$ cat src/rtl/regfile_dump_streamer.sv
// Walks the register file debug port across x0..x(NUM_REGS-1) and streams a framed big-endian byte dump
// to a UART transmitter over valid/ready, holding the core in halt while the frame is in flight.
module regfile_dump_streamer #(
  parameter int unsigned WIDTH      = 32,
  parameter int unsigned NUM_REGS   = 32,
  parameter logic [7:0]  SYNC_BYTE  = 8'hA5,
  parameter bit          SEND_INDEX = 1'b1
) (
  input  logic             clk,
  input  logic             reset,
  input  logic             start,
  output logic [4:0]       dbg_sel,
  input  logic [WIDTH-1:0] dbg_data,
  output logic [7:0]       tx_data,
  output logic             tx_valid,
  input  logic             tx_ready,
  output logic             busy,
  output logic             halt_req,
  output logic             done
);

  localparam int unsigned NUM_BYTES = WIDTH / 8;
  localparam int unsigned BCW       = (NUM_BYTES > 1) ? $clog2(NUM_BYTES) : 1;
  localparam logic [4:0]     LAST_IDX  = 5'(NUM_REGS - 1);
  localparam logic [BCW-1:0] LAST_BYTE = BCW'(NUM_BYTES - 1);

  localparam logic [2:0] S_IDLE      = 3'd0;
  localparam logic [2:0] S_SEND_SYNC = 3'd1;
  localparam logic [2:0] S_SETTLE    = 3'd2;
  localparam logic [2:0] S_CAPTURE   = 3'd3;
  localparam logic [2:0] S_SEND_IDX  = 3'd4;
  localparam logic [2:0] S_SEND_DATA = 3'd5;
  localparam logic [2:0] S_FINISH    = 3'd6;

  logic [2:0]       state,    state_nxt;
  logic [4:0]       idx,      idx_nxt;
  logic [BCW-1:0]   byte_cnt, byte_cnt_nxt;
  logic [WIDTH-1:0] shift,    shift_nxt;
  logic [WIDTH-1:0] shift_sh;
  logic [4:0]       sel_nxt;
  logic [7:0]       tx_data_nxt;
  logic             tx_valid_nxt;
  logic             busy_nxt;
  logic             done_nxt;
  logic             xfer;

  assign xfer     = tx_valid && tx_ready;
  assign shift_sh = shift << 8;

  // State and all outputs are registered together
  always_ff @(posedge clk or negedge reset) begin
    if (!reset) begin
      state    <= S_IDLE;
      idx      <= '0;
      byte_cnt <= '0;
      shift    <= '0;
      dbg_sel  <= '0;
      tx_data  <= '0;
      tx_valid <= 1'b0;
      busy     <= 1'b0;
      halt_req <= 1'b0;
      done     <= 1'b0;
    end else begin
      state    <= state_nxt;
      idx      <= idx_nxt;
      byte_cnt <= byte_cnt_nxt;
      shift    <= shift_nxt;
      dbg_sel  <= sel_nxt;
      tx_data  <= tx_data_nxt;
      tx_valid <= tx_valid_nxt;
      busy     <= busy_nxt;
      halt_req <= busy_nxt;
      done     <= done_nxt;
    end
  end

  // Next-state and next-output decode
  always_comb begin
    state_nxt    = state;
    idx_nxt      = idx;
    byte_cnt_nxt = byte_cnt;
    shift_nxt    = shift;
    sel_nxt      = dbg_sel;
    tx_data_nxt  = tx_data;
    tx_valid_nxt = tx_valid;
    busy_nxt     = busy;
    done_nxt     = 1'b0;

    case (state)
      S_IDLE: begin
        if (start) begin
          tx_data_nxt  = SYNC_BYTE;
          tx_valid_nxt = 1'b1;
          busy_nxt     = 1'b1;
          idx_nxt      = '0;
          sel_nxt      = '0;
          state_nxt    = S_SEND_SYNC;
        end
      end
      S_SEND_SYNC: begin
        if (xfer) begin
          sel_nxt      = idx;
          tx_valid_nxt = 1'b0;
          state_nxt    = S_SETTLE;
        end
      end
      S_SETTLE: begin
        state_nxt = S_CAPTURE;
      end
      S_CAPTURE: begin
        // dbg_sel has been stable for two cycles here; this is the only sample point
        shift_nxt    = dbg_data;
        byte_cnt_nxt = '0;
        tx_valid_nxt = 1'b1;
        if (SEND_INDEX) begin
          tx_data_nxt = {3'b000, idx};
          state_nxt   = S_SEND_IDX;
        end else begin
          tx_data_nxt = dbg_data[WIDTH-1 -: 8];
          state_nxt   = S_SEND_DATA;
        end
      end
      S_SEND_IDX: begin
        if (xfer) begin
          tx_data_nxt = shift[WIDTH-1 -: 8];
          state_nxt   = S_SEND_DATA;
        end
      end
      S_SEND_DATA: begin
        if (xfer) begin
          shift_nxt    = shift_sh;
          byte_cnt_nxt = BCW'(byte_cnt + 1'b1);
          if (byte_cnt == LAST_BYTE) begin
            tx_valid_nxt = 1'b0;
            if (idx == LAST_IDX) begin
              busy_nxt  = 1'b0;
              done_nxt  = 1'b1;
              sel_nxt   = '0;
              state_nxt = S_FINISH;
            end else begin
              idx_nxt   = 5'(idx + 5'd1);
              sel_nxt   = 5'(idx + 5'd1);
              state_nxt = S_SETTLE;
            end
          end else begin
            tx_data_nxt = shift_sh[WIDTH-1 -: 8];
          end
        end
      end
      S_FINISH: begin
        state_nxt = S_IDLE;
      end
      default: begin
        tx_valid_nxt = 1'b0;
        busy_nxt     = 1'b0;
        sel_nxt      = '0;
        state_nxt    = S_IDLE;
      end
    endcase
  end

endmodule

$ cat config.mk
export PLATFORM = sky130hd
export DESIGN_NAME = regfile_dump_streamer
export DESIGN_NICKNAME = d
export VERILOG_FILES = /design/src/rtl/regfile_dump_streamer.sv
export SDC_FILE = /design/constraint.sdc
export NUM_CORES = 1
export LEC_CHECK = 0
export CAP_MARGIN = 20
export CORE_ASPECT_RATIO = 1.1
export CORE_MARGIN = 1
export CORE_UTILIZATION = 50
export DETAILED_ROUTE_END_ITERATION = 12
export PLACE_DENSITY = 0.77
export SYNTH_ARGS = -nofsm -noshare
export SYNTH_HDL_FRONTEND = slang
export SYNTH_SLANG_ARGS = --single-unit
$ cat constraint.sdc
create_clock -name clk -period 2.1 [get_ports clk]
set_clock_uncertainty 0.05 [all_clocks]
set_input_delay 0.42 -clock clk [delete_from_list [all_inputs] [get_ports clk]]
set_output_delay 0.42 -clock clk [all_outputs]
set_load 0.02 [all_outputs]
==> impl_metrics.py <==
metrics = {
    "cts": {
        "cts.sinks": 58,
        "clock_latency_ps": 330,
        "htreeDepth": 3,
        "cts_tree": "done",
        "clk_pin_slew_ps": 60,
        "cts_hold_buf": 0,
        "cts.path.max_buffers": 2,
        "ctsResizeCount": 0,
        "cts_root_buffer": "clkbuf_8",
        "post_cts_buffers": 0,
        "cts_made_buffers": 9,
    },
    "final_layout": {
        "multiInputGateArea_um2": 1400,
        "n_antenna_cell": 0,
        "synthToLayoutAreaGrowth_pct": 30.9,
        "final-seq-area_um2": 1450,
        "final_layout_size_suffix_gt1_share_pct": 16.7,
        "n_fill_cell": 430,
        "final_nets": 377,
    },
    "global_route": {
        "gr-total-overflow": 0,
        "antenna_found_initial": 0,
        "grt_max_degree": 59,
        "met2_usage_pct": 37.1,
        "grt_use_total_pct": 22.9,
        "grt_pass1_vias": 2241,
        "grt_pass1_wl_mm": 10.4,
        "top_usage_layer": "met2",
        "use_met3_pct": 4.49,
        "use_met1_pct": 29.1,
    },
    "pwr": {
        "vdd_ir_drop_max_uv": 687,
        "leakage_nw": 1.70,
        "powerDensity_nw_per_um2": 1260,
        "power_mw": 4.88,
    },
    "sta": {
        "tightest_slew_ps": 467,
        "min_period_ps": 2010,
        "setup_violations": 0,
        "period_share_pct": 95.8,
        "hold_ws_ps": 24.5,
        "worst_slack_ps": 88.7,
        "finalHoldViolCount": 0,
        "drv_slew": 0,
        "fmax_mhz": 497,
        "setup_tns_ps": 0,
        "relSlewSlack_pct": 68.9,
    },
    "drt": {
        "vias": 2194,
        "drt_iter0_markers": 100,
        "ant_nets": 0,
        "wl_per_cell_um": 14.5,
        "first_pass_iters": 4,
        "post-route-drc-count": 0,
        "routed_wl_mm": 6.05,
        "via_per_inst": 5.26,
    },
    "logic_synthesis": {
        "synth_top_area_share_pct": 49.2,
        "ys_ff_latch": 58,
        "synth_area_leader_cell": "dfrtp_1",
        "synthArstFlopShare_pct": 100,
        "syn_nets": 315,
        "ys_top_cells_by_area": "dfrtp_1, mux2i_1, o21ai_0",
        "yosys_warnings": 0,
        "ys.flop_type": "dfrtp_1",
        "yosysMostFrequentCell": "dfrtp_1",
        "synth-edff-count": 0,
        "synthCells": 275,
        "postSynthAreaPerCell_um2": 10.7,
        "synth_area_um2": 2950,
        "yosysSeqAreaShare_pct": 49.2,
        "synth.distinct_cells": 41,
        "ys_top_cells_by_count": "dfrtp_1, nand2_1, o21ai_0, mux2i_1, a22o_1",
    },
    "run_status": {
        "status": "finished, final reports clean",
    },
    "critical_path": {
        "crit_type": "flip-flop to flip-flop",
        "critPathTopFamily": "simple AND/OR/NAND/NOR gates",
        "worstPathMaxFanout": 4,
        "critPathLaunchType": "flip-flop",
        "path_buf_inv": 0,
        "crit_chain": "ha_1 -> and3_1 -> ha_1 -> and4b_1 -> a21oi_1 -> or2_2",
        "cp-end-kind": "flip-flop",
        "crit_path_frequent_cell": "ha_1",
        "worstPathRequired_ps": 2260,
        "worst_ep_arrival_time_ps": 2180,
        "max_stage_delay_ps": 420,
        "crit_slowest_cell": "and4b_1",
    },
    "floorplanning": {
        "dieArea_um2": 6210,
        "initial_core_util_pct": 53.3,
        "die_h_um": 82.6,
        "row_count": 28,
        "core_area_um2": 5540,
        "pin_count": 53,
        "die_x_um": 75.2,
    },
    "min_path": {
        "worstHoldPathType": "input port to asynchronous set/reset pin",
    },
    "place": {
        "pre_cts_ws_ps": -3.72,
        "port_buffers": 52,
        "gp_congestion": 0.852,
        "dp_hpwl_mm": 4.26,
    },
    "job": {
        "maxCapViolations": 0,
    },
}
## cell families (layout without fill, tap and decap cells)
kind of cell / Yosys count / in the layout / synth area share, %
AOI/OAI and AO/OA: 70 / 70 / 15.9
and+or+nand+nor: 77 / 77 / 13.9
adders and majority gates: 4 / 4 / 1.70
DFF: 58 / 58 / 49.2
muxes: 44 / 44 / 15.4
buffers and inverters: 22 / 89 / 3.99
## worst paths after layout
path,start,endpoint,slack (ps),cells past startpoint
setup / recovery,idx[0],state[2],90,6
hold / removal,reset,tx_valid,20,2
setup reg to reg,idx[0],state[2],90,6
hold reg to reg,shift[28],shift[28],430,2
max in group asynchronous,reset,state[2],1700,2
min in group clk,shift[28],shift[28],430,2
## cells in the final DEF (no fill, tap or decap), types with 5 or more instances in the layout
cell type | Yosys | final
a21oi_1 | 9 | 9
a22o_1 | 12 | 12
buf_12 | 0 | 5
buf_4 | 5 | 12
clkbuf_8 | 0 | 11
clkdlybuf4s50_1 | 0 | 51
dfrtp_1 | 58 | 57
mux2_2 | 11 | 11
mux2i_1 | 33 | 33
nand2_1 | 37 | 37
nand3_1 | 6 | 6
nor2_1 | 8 | 8
nor2b_1 | 6 | 6
o21ai_0 | 35 | 35
## routing by layer
metal / up-vias / routed length [µm]
met5: - / 0
met1: 1011 / 2690
met3: 17 / 210
li1: 1110 / -
met4: 0 / 178
met2: 56 / 2970
## final cells by class
type	count	share of cell area, %
multi-input cells	195	36.2
clock buffers	14	4.21
well taps	75	2.43
clock inverters	2	0.907
flip-flops and latches	58	37.6
inverters	4	0.389
repair buffers	69	18.3
## stage by stage
step	std cells	utilization, %	instance area, µm²
2_1_floorplan	275	-	2950
3_3_place_gp	401	66.0	3660
3_5_place_dp	401	66.0	3660
4_1_cts	417	69.6	3850
5_1_grt	417	69.8	3860
6_report	417	69.8	3860
## flip-flops by register name, summed over array words and instances (netlist names)
| signal | cells |
|---|---|
| state | 3 |
| shift | 32 |
| byte_cnt | 2 |
| tx_data | 8 |
| done | 1 |
| tx_valid | 1 |
| halt_req | 1 |
| dbg_sel | 5 |
| idx | 5 |
## report_power, final
group	switching, mW	leakage, nW	internal [mW]
clock	0.413	0.101	0.612
sequential	0.339	0.737	1.53
combinational	0.976	0.863	1.02
(Power assumes the default switching activity.)
